<file path="config.mk">
export PLATFORM = sky130hd
export DESIGN_NAME = keypad_scan
export DESIGN_NICKNAME = d
export VERILOG_FILES = /design/src/rtl/keypad_scan.sv
export SDC_FILE = /design/constraint.sdc
export NUM_CORES = 1
export LEC_CHECK = 0
export ABC_AREA = 1
export BUFFER_PORTS_ARGS = -buffer_cell sky130_fd_sc_hd__buf_2
export CORE_ASPECT_RATIO = 1.5
export CORE_MARGIN = 4
export CORE_UTILIZATION = 50
export DETAILED_ROUTE_END_ITERATION = 7
export PLACE_DENSITY = 0.71
export SYNTH_ARGS = -nofsm -noshare
export SYNTH_HDL_FRONTEND = slang
export SYNTH_SLANG_ARGS = --single-unit
export TNS_END_PERCENT = 30
</file>
<file path="constraint.sdc">
create_clock -name clk -period 2.9 [get_ports clk]
set_input_delay 0.87 -clock clk [delete_from_list [all_inputs] [get_ports clk]]
set_output_delay 0.87 -clock clk [all_outputs]
set_load 0.02 [all_outputs]
</file>
<file path="src/rtl/keypad_scan.sv">
// 4x4 matrix keypad scanner with per-slot sampling and press/release debounce.
// Emits a one-cycle pressed strobe and the accepted key code (row*4 + col).
//
// state    | meaning
// ---------+--------------------------------------------------------------
// SCAN     | rotating the column drive, waiting for any low row
// DEBOUNCE | column frozen, counting matching slot-end samples of cand_row
// HELD     | key accepted, counting consecutive released samples
module keypad_scan #(
  parameter int SCAN_DIV = 4,
  parameter int DEB_CNT  = 4
) (
  input  logic       clk,
  input  logic       rst,
  input  logic [3:0] row_n,
  output logic [3:0] col_n,
  output logic [3:0] key_code,
  output logic       pressed,
  output logic       key_valid
);

  localparam int SW = (SCAN_DIV > 1) ? $clog2(SCAN_DIV) : 1;
  localparam int CW = $clog2(DEB_CNT + 1);

  typedef enum logic [1:0] {SCAN, DEBOUNCE, HELD} state_t;

  state_t        state, state_nxt;
  logic [3:0]    rs_meta, rs;
  logic [SW-1:0] slot;
  logic          slot_end;
  logic [1:0]    col_idx, col_idx_nxt;
  logic [1:0]    cand_row, cand_row_nxt;
  logic [CW-1:0] cnt, cnt_nxt;
  logic          any_low;
  logic [1:0]    sel_row;
  logic [3:0]    key_code_nxt;
  logic          pressed_nxt, key_valid_nxt;

  assign slot_end = (slot == SW'(SCAN_DIV - 1));
  assign any_low  = ~&rs;
  assign col_n    = ~(4'b0001 << col_idx);

  // Lowest-index low row wins when several keys share the driven column.
  always_comb begin
    sel_row = 2'd0;
    for (int i = 3; i >= 0; i--) begin
      if (!rs[i]) sel_row = 2'(i);
    end
  end

  always_ff @(posedge clk or posedge rst) begin
    if (rst) begin
      rs_meta <= 4'b1111;
      rs      <= 4'b1111;
      slot    <= '0;
    end else begin
      rs_meta <= row_n;
      rs      <= rs_meta;
      slot    <= slot_end ? '0 : slot + SW'(1);
    end
  end

  always_ff @(posedge clk or posedge rst) begin
    if (rst) begin
      state     <= SCAN;
      col_idx   <= 2'd0;
      cand_row  <= 2'd0;
      cnt       <= '0;
      key_code  <= 4'd0;
      pressed   <= 1'b0;
      key_valid <= 1'b0;
    end else begin
      state     <= state_nxt;
      col_idx   <= col_idx_nxt;
      cand_row  <= cand_row_nxt;
      cnt       <= cnt_nxt;
      key_code  <= key_code_nxt;
      pressed   <= pressed_nxt;
      key_valid <= key_valid_nxt;
    end
  end

  always_comb begin
    state_nxt    = state;
    col_idx_nxt  = col_idx;
    cand_row_nxt = cand_row;
    cnt_nxt      = cnt;
    case (state)
      SCAN: begin
        if (slot_end) begin
          if (any_low) begin
            cand_row_nxt = sel_row;
            cnt_nxt      = CW'(1);
            state_nxt    = DEBOUNCE;
          end else begin
            col_idx_nxt = col_idx + 2'd1;
          end
        end
      end
      DEBOUNCE: begin
        if (slot_end) begin
          if (any_low && sel_row == cand_row) begin
            if (cnt == CW'(DEB_CNT - 1)) begin
              cnt_nxt   = '0;
              state_nxt = HELD;
            end else begin
              cnt_nxt = cnt + CW'(1);
            end
          end else begin
            cnt_nxt     = '0;
            state_nxt   = SCAN;
            col_idx_nxt = col_idx + 2'd1;
          end
        end
      end
      HELD: begin
        if (slot_end) begin
          if (rs[cand_row]) begin
            if (cnt == CW'(DEB_CNT - 1)) begin
              cnt_nxt     = '0;
              state_nxt   = SCAN;
              col_idx_nxt = col_idx + 2'd1;
            end else begin
              cnt_nxt = cnt + CW'(1);
            end
          end else begin
            cnt_nxt = '0;
          end
        end
      end
      default: begin
        state_nxt = SCAN;
        cnt_nxt   = '0;
      end
    endcase
  end

  // Only the DEBOUNCE->HELD transition strobes, so pressed can never repeat.
  always_comb begin
    pressed_nxt   = (state == DEBOUNCE) && (state_nxt == HELD);
    key_valid_nxt = (state_nxt == HELD);
    key_code_nxt  = pressed_nxt ? {cand_row, col_idx} : key_code;
  end

endmodule

</file>
Word-level counts from Yosys, hierarchy flattened
Index checks and enable logic that the tools add are counted.

cells by class
  $add $sub $neg = 3
  muxes and demuxes = 32
  equality and inequality tests = 14
  reductions and logical operators = 9
  magnitude comparators = 1
  bitwise operators = 2
  shifts and indexed selects = 1

operator list
  kind                                                                  count
  2-bit 2-to-1 mux                                                      20
  3-bit 2-to-1 mux                                                      7
  2-bit inequality test, second input constant                          8
  2-bit one-hot mux with 3 select lines                                 2
  3-bit one-hot mux with 3 select lines                                 1
  4-bit AND reduction                                                   2
  8-bit AND reduction                                                   1
  2-bit == test, second input constant                                  3
  2-bit by 1-bit adder with 2-bit output, second input constant         2
  4-bit inverter                                                        1
  1-bit by 2-bit << shifter with 4-bit output, first input constant     1
  3-bit by 1-bit adder with 3-bit output, second input constant         1
  3-bit by 2-bit == test with 1-bit output, second input constant       1
  2-bit by 3-bit < comparator with 1-bit output, second input constant  1
  3-bit AND reduction                                                   1
  3-bit nonzero test                                                    1
  1-bit binary-select mux with 2-bit select                             1
  2-bit by 1-bit == test with 1-bit output, second input constant       1
  2-bit == test                                                         1
  1-bit logical AND                                                     2
  2-bit logical NOT                                                     1
  1-bit logical NOT                                                     1
  1-bit 2-to-1 mux                                                      1
  1-bit inverter                                                        1

storage, ports and cells
  flip-flop bits (word level) = 25

Depth between registers and ports, before layout
  depth in word-level cells = 11
  mapped depth = 10
  depth with buffers taken out = 10

Least setup slack after synthesis
No wires, ideal clock.

  kind = reg-to-output
  from = register col_idx[0]
  to = output port col_n[0]
  buffers on the path = 0
  data required time = 2.030 ns
  path slack = 1.243 ns
  stages on the path, launching flop included = 4
  arrival = 0.787 ns
  path through = dfrtp_1 -> inv_1 -> ha_1 -> inv_1

between the ends
  cells in the longest elaborated chain, start to end = 2

RTL lines
  element                                      RTL line  source
  start, declared                              31        logic [1:0] col_idx, col_idx_nxt;
  start signal, assigned                       74        col_idx <= col_idx_nxt;
  1-bit by 2-bit << shifter with 4-bit output  41        assign col_n = ~(4'b0001 << col_idx);
  4-bit inverter                               41
  end, declared                                16        output logic [3:0] col_n,

No other way between the ends.

Worst setup path in the final report
  from = register col_idx[0]
  to = output port col_n[2]

Same word-level chain as after synthesis.

==> run_results.csv <==
group,metric,value,unit
outcome,status,"completed",
synth,synthTopCellsByCount,"nand2_1 (37), inv_1 (20), dfrtp_1 (17)",
worst_setup_path,r2r_cells,8,
sta,skew,0.00227,ns
cts,cts_max_level,1,
synth,synth_seq_area_share,0.542,
floorplanning,core-area,2230,sq um
worst_setup_path,cp-start-kind,"flip-flop",
worst_setup_path,crit_end,"col_n[2]",
worst_hold_path,hold_class,"reg -> reg",
sta,maxSlewHeadroom,0.406,
global_routing,grt_pass1_wl,3600,um
floorplanning,boundaryPins,16,
floorplanning,die_h,67.3,um
global_routing,grtUsageTotal,0.156,
worst_setup_path,rrSetupSlack,1.29,ns
route,drtIter0Drc,19,
cts,cts_tree,"yes",
global_routing,antenna_found_initial,0,
synth,synth_seq_cells,25,
cells_and_area,diodes,0,
synth,synth.avg_cell_area,8.96,sq um
power,p_leak,0.683,nW
route,wl_per_cell,11.5,um
place,dp_hpwl,1600,um
sta,fmax,0.471,GHz
synth,async_reset_ff_frac,1.00,
route,dr_total_vias,867,
synth,synth_top_area_frac,0.362,
synth,synthMostInstantiatedCell,"nand2_1",
cells_and_area,fillCellCount,189,
cells_and_area,area_growth,10.2,%
worst_setup_path,rr_endpoint,"key_code[1]",
worst_setup_path,worstSetupPathType,"reg -> out",
power,power_density,751,nW/um^2
synth,synth_fp_nets,143,
job,max-cap-violations,0,
place,gp_routability_congestion,0.810,
worst_setup_path,startpoint,"col_idx[0]",
sta,tightest_slew,0.889,ns
floorplanning,die_x,47.6,um
route,drc_errors,0,
cts,cts_inserted_buffers,3,
sta,setup_viol,0,
cts,cts_sinks,25,
floorplanning,die_area,3200,sq um
cts,post_cts_buffers,0,
route,vias_per_cell,5.04,
sta,hold_viol,0,
floorplanning,start_util,0.525,
synth,synth.area.top_cells,"dfrtp_1 (36%), dfstp_2 (18%), nand2_1 (12%)",
synth,synth_cell_types,18,
worst_setup_path,r2r-start,"rs[0]",
global_routing,grt_max_degree,26,
power,peakVddDrop,0.425,mV
worst_setup_path,cp.required,2.03,ns
sta,period_minus_slack,2.12,ns
synth,syn_area,1170,sq um
synth,syn_inst,131,
cells_and_area,fin_nets,162,
cts,root_buffer,"clkbuf_4",
global_routing,overflow,0,
worst_setup_path,cp_max_fo,4,
cts,clk_pin_slew,0.13,ns
cells_and_area,final_area,1290,sq um
synth,ys_warn_count,0,
cts,clk_latency,0.32,ns
cts,clockBufferDepth,2,
synth,synth_edf_count,0,
route,antenna_left,0,
worst_setup_path,arrival,1.25,ns
cts,cts_hold_buf,0,
sta,rsz0062_at_grt,"false",
cells_and_area,layout-drive-gt1-share,0.235,
floorplanning,rows,21,
sta,final.setup.tns,0,ns
global_routing,first_global_vias,895,
place,placed_cell_area,1270,sq um
route,routed_wl,1980,um
sta,min_period_over_period,0.733,
place,port_buffers,15,
worst_setup_path,critical_path.endpoint_type,"output port",
sta,slew_viol_final,0,
synth,synthFlopType,"dfrtp_1",
cts,cts-resized-gates,0,
route,drtPass1Iterations,4,
synth,yosys.area.top_type,"dfrtp_1",
-- cell families after synthesis --
group	count (synthesis)	synth area share
AOI/OAI and AO/OA	12	0.0714
adders and majority gates	6	0.0640
buffers and inverters	22	0.0768
DFF	25	0.542
and+or+nand+nor	66	0.246
-- registers in the layout, summed over array words and instances, names as in the netlist --
name,cells
slot,2
key_valid,1
cnt,3
col_idx,2
key_code,4
state,2
cand_row,2
pressed,1
rs,4
rs_meta,4
-- worst max-delay path, stage by stage (launching register included) --
cell and delay (ns):
dfrtp_1 0.42, inv_1 0.11, ha_1 0.22, inv_1 0.05, buf_2 0.15
-- per-layer routing --
metal | track usage | vias up | wire length [um]
li1 | - | 446 | -
met1 | 0.175 | 395 | 838
met2 | 0.268 | 22 | 1020
met3 | 0.0293 | 4 | 86
met4 | 0.0808 | 0 | 34
met5 | 0 | - | 0
-- cell type report --
type                    instances  area [sq um]  share of cell area
multi-input cells              84           448               0.346
clock inverters                 1          5.00             0.00387
flip-flops and latches         25           636               0.491
clock buffers                   3          22.5              0.0174
repair buffers                 15          75.1              0.0580
inverters                      21          78.8              0.0609
well taps                      23          28.8              0.0222
-- per-stage QoR --
stage          setup slack, ns  instances  hold slack (ns)  power (mW)  utilization
2_1_floorplan             1.24        131            0.345       0.726            -
3_3_place_gp              1.17        168            0.345       0.810        0.567
3_5_place_dp              1.13        168            0.347       0.829        0.567
4_1_cts                  0.766        172            0.366       0.983        0.579
5_1_grt                  0.667        172            0.368        1.06        0.579
6_report                 0.776        172            0.365       0.972        0.579
-- report_power, final --
group | internal [mW] | switching, mW | total [mW]
Clock | 0.0517 | 0.102 | 0.154
Sequential | 0.413 | 0.0568 | 0.470
Combinational | 0.119 | 0.230 | 0.348
Total | 0.583 | 0.389 | 0.972
-- cell usage in the layout (no fill, tap or decap) --
cell,instances
a21boi_2,1
clkinv_1,1
nand2_2,1
buf_2,15
o21ai_2,4
nor2_1,10
o21ai_0,5
nand4_1,4
inv_1,20
clkbuf_4,3
clkinv_2,1
a21oi_1,1
o21bai_1,1
nand3_1,11
ha_1,6
nand3_2,2
and3_1,1
dfstp_2,8
dfrtp_1,17
nand2_1,37
-- how the worst min path moves through the flow --
stage / from / end / slack (ns) / cells past startpoint
6_report: rs_meta[0] / rs[0] / 0.37 / 0
2_1_floorplan: rs_meta[0] / rs[0] / 0.35 / 0
4_1_cts: rs_meta[0] / rs[0] / 0.37 / 0
5_1_grt: rs_meta[1] / rs[1] / 0.37 / 0
3_5_place_dp: rs_meta[0] / rs[0] / 0.35 / 0
3_3_place_gp: rs_meta[0] / rs[0] / 0.35 / 0
Note: power is estimated with default switching activity, not from simulation.
